[config.mk]
export PLATFORM = sky130hd
export DESIGN_NAME = spi_reg_ctrl
export DESIGN_NICKNAME = d
export VERILOG_FILES = /design/src/rtl/spi_reg_ctrl.sv
export SDC_FILE = /design/constraint.sdc
export NUM_CORES = 1
export LEC_CHECK = 0
export CORE_MARGIN = 8
export CORE_UTILIZATION = 46
export CTS_CLUSTER_DIAMETER = 60
export DETAILED_ROUTE_END_ITERATION = 10
export HOLD_SLACK_MARGIN = 0.08
export PLACE_DENSITY = 0.76
export SYNTH_ARGS = -nofsm -noshare
export SYNTH_HDL_FRONTEND = slang
export SYNTH_SLANG_ARGS = --single-unit
export TNS_END_PERCENT = 30
[constraint.sdc]
create_clock -name i_Clk -period 2.36 [get_ports i_Clk]
set_clock_uncertainty 0.05 [all_clocks]
set_input_delay 0.236 -clock i_Clk [delete_from_list [all_inputs] [get_ports i_Clk]]
set_output_delay 0.236 -clock i_Clk [all_outputs]
set_load 0.03 [all_outputs]
[src/rtl/spi_reg_ctrl.sv]
// spi_reg_ctrl: byte-addressed register bank behind an SPI slave, with read-only status at the top address.
// Build option: define SPI_REG_CTRL_AUTOINC_EN to auto-increment the address pointer within a frame.
module spi_reg_ctrl #(
   parameter int         NUM_REGS  = 16,
   parameter logic [7:0] RESET_VAL = 8'h00
) (
   input  logic                  i_Clk,
   input  logic                  i_Rst,
   input  logic                  i_RX_DV,
   input  logic [7:0]            i_RX_Byte,
   output logic                  o_TX_DV,
   output logic [7:0]            o_TX_Byte,
   input  logic                  i_SPI_CS_n,
   input  logic [7:0]            i_Status,
   output logic [8*NUM_REGS-1:0] o_Regs,
   output logic                  o_Wr_Pulse,
   output logic [7:0]            o_Err_Cnt
);

   localparam int         AW   = $clog2(NUM_REGS);
   localparam logic [7:0] LAST = 8'(NUM_REGS - 1);

   typedef enum logic [1:0] {
      IDLE    = 2'd0,
      WR_DATA = 2'd1,
      RD_DATA = 2'd2
   } state_t;

   state_t     state_q, state_d;
   logic [2:0] cs_sync_q;
   logic       cs_end_s;
   logic [6:0] ptr_q, ptr_d;
   logic [6:0] rd_ptr_s;
   logic [7:0] rd_data_s;
   logic       rd_req_s, wr_en_s, err_s;
   logic [7:0] regs_q [NUM_REGS-1];
   logic       tx_dv_q, tx_dv_d;
   logic [7:0] tx_byte_q, tx_byte_d;
   logic       stat_pend_q, stat_pend_d;
   logic       wr_pulse_q;
   logic [7:0] err_cnt_q, err_cnt_d;

   assign cs_end_s = cs_sync_q[1] & ~cs_sync_q[2];

   always_ff @(posedge i_Clk) begin
      if (i_Rst) begin
         state_q   <= IDLE;
         cs_sync_q <= 3'b111;
      end else begin
         state_q   <= state_d;
         cs_sync_q <= {cs_sync_q[1:0], i_SPI_CS_n};
      end
   end

   // Frame end wins, but the byte arriving with it is still decoded below.
   always_comb begin
      state_d = state_q;
      if (cs_end_s) begin
         state_d = IDLE;
      end else if (i_RX_DV) begin
         case (state_q)
            IDLE:    state_d = i_RX_Byte[7] ? RD_DATA : WR_DATA;
            WR_DATA: state_d = WR_DATA;
            RD_DATA: state_d = RD_DATA;
            default: state_d = IDLE;
         endcase
      end else begin
         state_d = state_q;
      end
   end

   always_comb begin
      ptr_d       = ptr_q;
      rd_ptr_s    = ptr_q;
      rd_req_s    = 1'b0;
      wr_en_s     = 1'b0;
      err_s       = 1'b0;
      rd_data_s   = 8'h00;
      tx_dv_d     = 1'b0;
      tx_byte_d   = tx_byte_q;
      stat_pend_d = 1'b0;
      err_cnt_d   = err_cnt_q;
      if (i_RX_DV) begin
         case (state_q)
            IDLE: begin
               ptr_d    = i_RX_Byte[6:0];
               rd_ptr_s = i_RX_Byte[6:0];
               rd_req_s = i_RX_Byte[7];
            end
            WR_DATA: begin
               if ({1'b0, ptr_q} < LAST) begin
                  wr_en_s = 1'b1;
               end else begin
                  err_s = 1'b1;
               end
`ifdef SPI_REG_CTRL_AUTOINC_EN
               ptr_d = ptr_q + 7'd1;
`else
               ptr_d = ptr_q;
`endif
            end
            RD_DATA: begin
`ifdef SPI_REG_CTRL_AUTOINC_EN
               ptr_d    = ptr_q + 7'd1;
               rd_ptr_s = ptr_q + 7'd1;
`else
               ptr_d    = ptr_q;
               rd_ptr_s = ptr_q;
`endif
               rd_req_s = 1'b1;
            end
            default: ptr_d = ptr_q;
         endcase
      end else begin
         ptr_d = ptr_q;
      end

      if ({1'b0, rd_ptr_s} == LAST) begin
         rd_data_s = i_Status;
      end else if ({1'b0, rd_ptr_s} < LAST) begin
         rd_data_s = regs_q[rd_ptr_s[AW-1:0]];
      end else begin
         rd_data_s = 8'h00;
         err_s     = err_s | rd_req_s;
      end

      // A status load that would abut the previous TX strobe is held back one cycle.
      if (cs_end_s || stat_pend_q) begin
         if (tx_dv_q) begin
            stat_pend_d = 1'b1;
         end else begin
            tx_dv_d   = 1'b1;
            tx_byte_d = i_Status;
         end
      end else if (rd_req_s) begin
         tx_dv_d   = 1'b1;
         tx_byte_d = rd_data_s;
      end else begin
         tx_dv_d = 1'b0;
      end

      if (err_s && (err_cnt_q != 8'hFF)) begin
         err_cnt_d = err_cnt_q + 8'd1;
      end else begin
         err_cnt_d = err_cnt_q;
      end
   end

   always_ff @(posedge i_Clk) begin
      if (i_Rst) begin
         ptr_q       <= 7'd0;
         tx_dv_q     <= 1'b0;
         tx_byte_q   <= 8'h00;
         stat_pend_q <= 1'b0;
         wr_pulse_q  <= 1'b0;
         err_cnt_q   <= 8'h00;
         for (int k = 0; k < NUM_REGS - 1; k++) begin
            regs_q[k] <= RESET_VAL;
         end
      end else begin
         ptr_q       <= ptr_d;
         tx_dv_q     <= tx_dv_d;
         tx_byte_q   <= tx_byte_d;
         stat_pend_q <= stat_pend_d;
         wr_pulse_q  <= wr_en_s;
         err_cnt_q   <= err_cnt_d;
         if (wr_en_s) begin
            regs_q[ptr_q[AW-1:0]] <= i_RX_Byte;
         end
      end
   end

   // The top slot is the read-only status address; it has no storage.
   always_comb begin
      o_Regs = {(8*NUM_REGS){1'b0}};
      for (int k = 0; k < NUM_REGS - 1; k++) begin
         o_Regs[8*k +: 8] = regs_q[k];
      end
      o_Regs[8*(NUM_REGS-1) +: 8] = RESET_VAL;
   end

   assign o_TX_DV    = tx_dv_q;
   assign o_TX_Byte  = tx_byte_q;
   assign o_Wr_Pulse = wr_pulse_q;
   assign o_Err_Cnt  = err_cnt_q;

endmodule

==> impl_summary.log, run 1 <==
INFO  metric cts_resized = 0
INFO  metric crit_path_frequent_cell = buf_4
INFO  metric wire_length_of_the_first_global_routing_pass = 41,500 um
INFO  metric postCtsSetupBuffers = 0
INFO  metric chipWidth = approximately 140 um
INFO  metric grt_remaining_overflow = 0
INFO  metric crit_path_start_kind = flip-flop
INFO  metric detail_route.wl_per_cell = around 24 um
INFO  metric layout_worst_path_cycle_share = 0.959
INFO  metric most_frequent_standard_cell_in_the_layout_excluding_fill_and_tap_cells = clkdlybuf4s50_1
INFO  metric clock_tree_from_tritoncts = built
INFO  metric grt_setup_unrepaired = no
INFO  metric top_level_ports = 166
INFO  metric final_antenna_net_count = 0
INFO  metric synth_edf_count = 121
INFO  metric htreeDepth = 4
INFO  metric largest_fanout_on_the_critical_path = 11
INFO  metric vias_per_cell = 5.88
INFO  metric crit_path_max_incr_delay = around 510 ps
INFO  metric synth.yosys.warnings = 0
INFO  metric cap_violations = 0
INFO  metric synth_largest_type_area_fraction = 0.476
INFO  metric antenna_violations_before_repair = 0
INFO  metric drtIter0Drc = 727
INFO  metric cp.arrival = 2510 ps
INFO  metric hold_violations = 0
INFO  metric critPathCaptureType = flip-flop
INFO  metric worstSkewPairLatency = 430 ps
INFO  metric max_slew_margin = 0.453
INFO  metric slowest_cell_on_crit_path = or3b_2
INFO  metric fin_nets = 973
INFO  metric post_synth.cell_area_avg = between 10 and 15 um2
INFO  metric core_region_area = 16,400 um2
INFO  metric static-leakage-power = between 4 and 5 nW
INFO  metric post_synth_main_area_contributors = edfxtp_1 (48%), dfxtp_1 (8.1%), and2_1 (7.5%)
INFO  metric synth.largest_area_cell = edfxtp_1
INFO  metric layout_overhead_on_the_synthesized_area = 41.0%
INFO  metric max_slew.worst_pin.slew = just over 800 ps
INFO  metric antennaDiodeCount = 0
INFO  metric floorplan.die_area = 21,000 um2
INFO  metric total_power = 6.91 mW
INFO  metric vias = 6,966
INFO  metric portBuffers = 157
INFO  metric cts_hold_buffers = 0
INFO  metric fin_worst_hold_slack = roughly 330 ps
INFO  metric cts_inserted_buffers = 17
INFO  metric gp_congestion = approximately 1
INFO  metric netlist-cell-type-count = 58
INFO  metric grt_use_total = 0.271
INFO  metric dieHeight = 145 um
INFO  metric critical_path_required = 2610 ps
INFO  metric postLayoutCoreUtil = 0.656
INFO  metric layout.cells.most_common_list = clkdlybuf4s50_1 (157), edfxtp_1 (121), buf_4 (113), and2_1 (92), nand2_1 (74)
INFO  metric synth-async-reset-ratio = 0
INFO  metric layout_min_cycle_time = roughly 2300 ps
INFO  metric drt_pass1_iterations = 6
INFO  metric ir_drop = around 560 uV
INFO  metric design_area = 10,800 um2
INFO  metric worst_setup_hold_path_clk_slew = ~60 ps
INFO  metric outcome = finished clean
INFO  metric maxClockFrequency = 0.442 GHz
INFO  metric finalMaxSlewViolations = 0
INFO  metric yosys_register_bits = 152
INFO  metric holdCritPathClass = primary input to flip-flop
INFO  metric report.final.setup_viol = 0
INFO  metric finalWirelength = 27,900 um
INFO  metric grt_max_degree = 32
INFO  metric detailedPlacementHpwl = 21,000 um
INFO  metric numClockSinks = around 150
INFO  metric drc = 0
INFO  metric via_count_of_the_first_global_routing_pass = 6,995
INFO  metric initial_utilization = 0.465
INFO  metric drive_gt1_frac = 0.190
INFO  metric criticalPathCategory = flip-flop to flip-flop
INFO  metric crit_chain = or3b_2 -> buf_4 -> a31oi_1 -> o211a_1 -> buf_4 -> o221ai_1
INFO  metric synth_area = 7630 um2
INFO  metric placement.cell_area = 10,200 um2
INFO  metric power_density = roughly 640 nW/um2
INFO  metric synth_flop_cell = edfxtp_1
INFO  metric cts.path.max_buffers = 2
INFO  metric postSynthCellCount = between 700 and 800
INFO  metric cts_root_buffer = clkbuf_16
INFO  metric placement_row_count = 47
INFO  metric ys_seq_area_frac = 0.557
==> state kept, by name (all words and copies together) (netlist names) <==
register	cells
o_Err_Cnt	8
o_Wr_Pulse	1
ptr_q	7
o_TX_DV	1
o_TX_Byte	8
stat_pend_q	1
regs_q	121
state_q	2
cs_sync_q	3
==> cell families (layout without fill, tap and decap cells) <==
kind of cell / after synthesis / after routing / share of synthesized area
and+or+nand+nor: 343 / 343 / 0.239
DFF: 152 / 152 / 0.557
AOI/OAI and AO/OA: 97 / 97 / 0.0831
buffers and inverters: 65 / 318 / 0.0382
muxes: 39 / 39 / 0.0747
xor gates and xnor gates: 5 / 5 / 0.00574
adders and majority gates: 1 / 1 / 0.00164
other: 1 / 9 / 0.000491
==> worst paths after layout <==
| check | from | to | slack [ps] | cells past startpoint |
|---|---|---|---|---|
| max | state_q[1] | o_TX_Byte[3] | 100 | 6 |
| min | i_SPI_CS_n | cs_sync_q[0] | 330 | 2 |
| max reg2reg | state_q[1] | o_TX_Byte[3] | 100 | 6 |
| min reg2reg | cs_sync_q[0] | cs_sync_q[1] | 370 | 1 |
==> final cells by class <==
cell class,count,area [um2]
clock buffers,19,433
clock inverters,12,78.8
fillers,1251,5650
inverters,10,37.5
multi-input cells,494,3140
flip-flops and latches,152,4250
well taps,220,275
repair buffers,277,2540
==> stage by stage <==
step	setup WS, ps	cells	setup TNS [ps]
3_5_place_dp	-238	1153	-5840
2_1_floorplan	-83.7	711	-2110
3_3_place_gp	-208	1153	-5080
5_1_grt	13.5	1184	0
6_report	97.4	1184	0
4_1_cts	118	1184	0
==> synthesized netlist by cell type, drive strengths merged (2+ instances only) <==
master / number
and4: 2
a32oi: 3
nand3: 34
a21oi: 26
nand3b: 3
nand2b: 6
or2: 9
edfxtp: 121
nor2: 46
a31oi: 6
o2111ai: 3
mux4: 14
mux2i: 21
a22oi: 5
nor3: 34
mux2: 4
inv: 10
and3: 8
a211oi: 7
o31ai: 3
nor3b: 7
o311ai: 3
nand4: 8
xor2: 5
buf: 22
a21o: 2
nand4b: 3
nand2: 75
clkbuf: 33
o211ai: 2
nor4: 9
nor2b: 3
and2: 92
dfxtp: 31
o221ai: 3
o21ai: 25
a22o: 2
==> layer usage <==
metal  routed length [um]  track usage  up-vias  share of wire
li1                     -            -     3044              -
met1                10700        0.339     3408           0.39
met2                13300        0.441      432           0.48
met3                 2870       0.0640       82           0.10
met4                  972        0.116        0          0.035
met5                    0            0        -              0
==> report_power, final <==
group          total [mW]  switching, mW  internal (mW)  leakage, nW
clock                2.44           1.11           1.33        0.243
sequential           3.10          0.105           3.00         1.50
combinational        1.36          0.798          0.560         2.30
total                6.91           2.02           4.89         4.05
==> worst max-delay path, delay by kind of cell, from the launching register on <==
kind                   cells  cell delay, ps
flip-flops                 1             360
buffers and inverters      2             380
AO/OA/AOI/OAI              3             820
AND/OR/NAND/NOR            1             510
(Power assumes the default switching activity.)
==> inputs of run 2 (changes only) <==
- CTS_CLUSTER_SIZE: default -> 24
- RECOVER_POWER: default -> 100
==> run 2 against run 1 <==
Net effect: total power fell by 0.71%; first-iteration DRC count down 4.0%; die area unchanged; clock power is essentially flat; critical path depth is the same; critical endpoint is now o_TX_Byte[6]; largest power group unchanged.
==> impl_summary.log, run 2 (synthesis gave the netlist of run 1 again) <==
INFO  metric total_power = 6.86 mW (-0.71%)
INFO  metric antenna_violations_before_repair = 0 (unchanged)
INFO  metric placement_setup_slack = -238 ps (unchanged)
INFO  metric max_slew.worst_pin.slew = 1470 ps (+653 ps)
INFO  metric outcome = finished clean
INFO  metric ir_drop = 558 uV (about the same)
INFO  metric grt_use_total = 0.271 (unchanged)
INFO  metric critical_path_required = 2540 ps (-70 ps)
INFO  metric placement.cell_area = 10,200 um2 (unchanged)
INFO  metric layout.cells.most_common_list = dlygate4sd3_1 (138), edfxtp_1 (121), nand2_1 (74), buf_4 (70), and2_1 (51)
INFO  metric dieHeight = 145 um (unchanged)
INFO  metric fillCellCount = 1,303 (+4.2%)
INFO  metric fin_nets = 973 (unchanged)
INFO  metric layout_overhead_on_the_synthesized_area = 39.1%
INFO  metric drt_pass1_iterations = 6 (unchanged)
INFO  metric largest_register_ffs = 121 (unchanged)
INFO  metric finalWirelength = 27,800 um (-0.19%)
INFO  metric crit_path_max_incr_delay = 510 ps (about the same)
INFO  metric ff_latch_area = 4250 um2 (unchanged)
INFO  metric hold_violations = 0 (unchanged)
INFO  metric largest-register = regs_q
INFO  metric most_frequent_standard_cell_in_the_layout_excluding_fill_and_tap_cells = dlygate4sd3_1
INFO  metric criticalPathCategory = flip-flop to flip-flop
INFO  metric slowest_cell_on_crit_path = or3b_2
INFO  metric cts.path.max_buffers = 2 (unchanged)
INFO  metric numClockSinks = 152 (unchanged)
INFO  metric crit_chain = or3b_2 -> buf_4 -> a31oi_1 -> o21ai_0 -> a22oi_1 -> o32ai_1
INFO  metric cts_inserted_buffers = 17 (unchanged)
INFO  metric setup_ws = 76.6 ps (-20.8 ps)
INFO  metric core_region_area = 16,400 um2 (unchanged)
INFO  metric initial_utilization = 0.465 (unchanged)
INFO  metric critPathCaptureType = flip-flop
INFO  metric wire_length_of_the_first_global_routing_pass = 41,500 um (unchanged)
INFO  metric chipWidth = 145 um (unchanged)
INFO  metric via_count_of_the_first_global_routing_pass = 6,995 (unchanged)
INFO  metric placement_row_count = 47 (unchanged)
INFO  metric crit_path_start_kind = flip-flop
INFO  metric postLayoutCoreUtil = 0.647 (-0.00877)
INFO  metric gp_congestion = 1.03 (unchanged)
INFO  metric vias_per_cell = 5.85 (-0.49%)
INFO  metric drtIter0Drc = 698 (-4.0%)
INFO  metric worstSkewPairLatency = 430 ps (about the same)
INFO  metric max_slew_margin = 0.0218 (-0.431)
INFO  metric htreeDepth = 4 (unchanged)
INFO  metric grt_remaining_overflow = 0 (unchanged)
INFO  metric holdCritPathClass = primary input to flip-flop
INFO  metric multi_input_area = 3140 um2 (about the same)
INFO  metric top_level_ports = 166 (unchanged)
INFO  metric layout_worst_path_cycle_share = 0.968 (+0.00881)
INFO  metric layout_min_cycle_time = 2280 ps (+20.8 ps)
INFO  metric detail_route.wl_per_cell = 23.5 um (-0.19%)
INFO  metric cap_violations = 0 (unchanged)
INFO  metric drc = 0 (unchanged)
INFO  metric floorplan.die_area = 21,000 um2 (unchanged)
INFO  metric drive_gt1_frac = 0.161 (-0.0290)
INFO  metric cts_root_buffer = clkbuf_16
INFO  metric final_antenna_net_count = 0 (unchanged)
INFO  metric detailedPlacementHpwl = 21,000 um (unchanged)
INFO  metric finalMaxSlewViolations = 0 (unchanged)
INFO  metric design_area = 10,600 um2 (-1.3%)
INFO  metric cp.arrival = 2470 ps (-40 ps)
INFO  metric grt_max_degree = 32 (unchanged)
INFO  metric static-leakage-power = 4.11 nW (+1.7%)
INFO  metric report.final.setup_viol = 0 (unchanged)
INFO  metric power_density = 646 nW/um2 (+0.63%)
INFO  metric totalNegativeSetupSlack = 0 ps (unchanged)
INFO  metric portBuffers = 157 (unchanged)
INFO  metric largest_fanout_on_the_critical_path = 11 (unchanged)
INFO  metric antennaDiodeCount = 0 (unchanged)
INFO  metric clock_tree_from_tritoncts = built
INFO  metric grt_setup_unrepaired = no
INFO  metric maxClockFrequency = 0.438 GHz (-0.91%)
INFO  metric worst_setup_hold_path_clk_slew = 60 ps (about the same)
INFO  metric vias = 6,932 (-0.49%)
INFO  metric postCtsSetupBuffers = 0 (unchanged)
-- run 2: changes by cell type in the layout (fill, tap and decap cells not counted), moves of 3 or more --
| cell | delta |
|---|---|
| clkbuf_1 | +27 |
| o21ai_1 | -3 |
| clkbuf_4 | +6 |
| and2_1 | -41 |
| clkbuf_2 | +10 |
| dlygate4sd3_1 | +138 |
| clkdlybuf4s50_1 | -138 |
| o21ai_0 | +3 |
| buf_4 | -43 |
| and2_0 | +41 |
-- run 2: area by class of cell --
class / count / area share
inverters: 10 / 0.00354
flip-flops and latches: 152 / 0.401
clock inverters: 12 / 0.00742
well taps: 220 / 0.0259
clock buffers: 19 / 0.0408
multi-input cells: 494 / 0.295
repair buffers: 277 / 0.226
-- run 2: path summary, 6_finish.rpt --
kind,slack [ps],end,from,depth (start not counted)
setup / recovery,80,o_TX_Byte[6],state_q[1],6
hold / removal,330,cs_sync_q[0],i_SPI_CS_n,2
setup reg to reg,80,o_TX_Byte[6],state_q[1],6
hold reg to reg,380,cs_sync_q[1],cs_sync_q[0],1
-- run 2: stage by stage --
step	hold slack, ps	std cells
3_3_place_gp	346	1153
5_1_grt	328	1184
4_1_cts	326	1184
3_5_place_dp	352	1153
6_report	330	1184
2_1_floorplan	284	711
-- run 2: power by group --
part | total [mW] | internal (mW) | switching, mW
clock | 2.45 | 1.33 | 1.12
combinational | 1.30 | 0.505 | 0.799
sequential | 3.10 | 3.00 | 0.100
total | 6.86 | 4.83 | 2.02
-- run 2: layer usage --
metal,share of wire,wire (um),vias up,GRT usage
met4,0.033,906,0,0.116
met3,0.092,2560,71,0.0640
li1,-,-,3054,-
met5,0,0,-,0
met2,0.48,13300,380,0.441
met1,0.40,11000,3427,0.339
-- run 2: worst max-delay path, delay by kind of cell (launching register included) --
| family | cells | cell delay [ps] |
|---|---|---|
| compound gates | 4 | 950 |
| simple gates | 1 | 510 |
| flops | 1 | 370 |
| buf+inv | 1 | 200 |
-- run 2: timing repair --
item                                    in CTS  in global routing
endpoints found under the setup margin       0                  3
hold buffers                                 0                  0
gates resized for setup                      0                  4
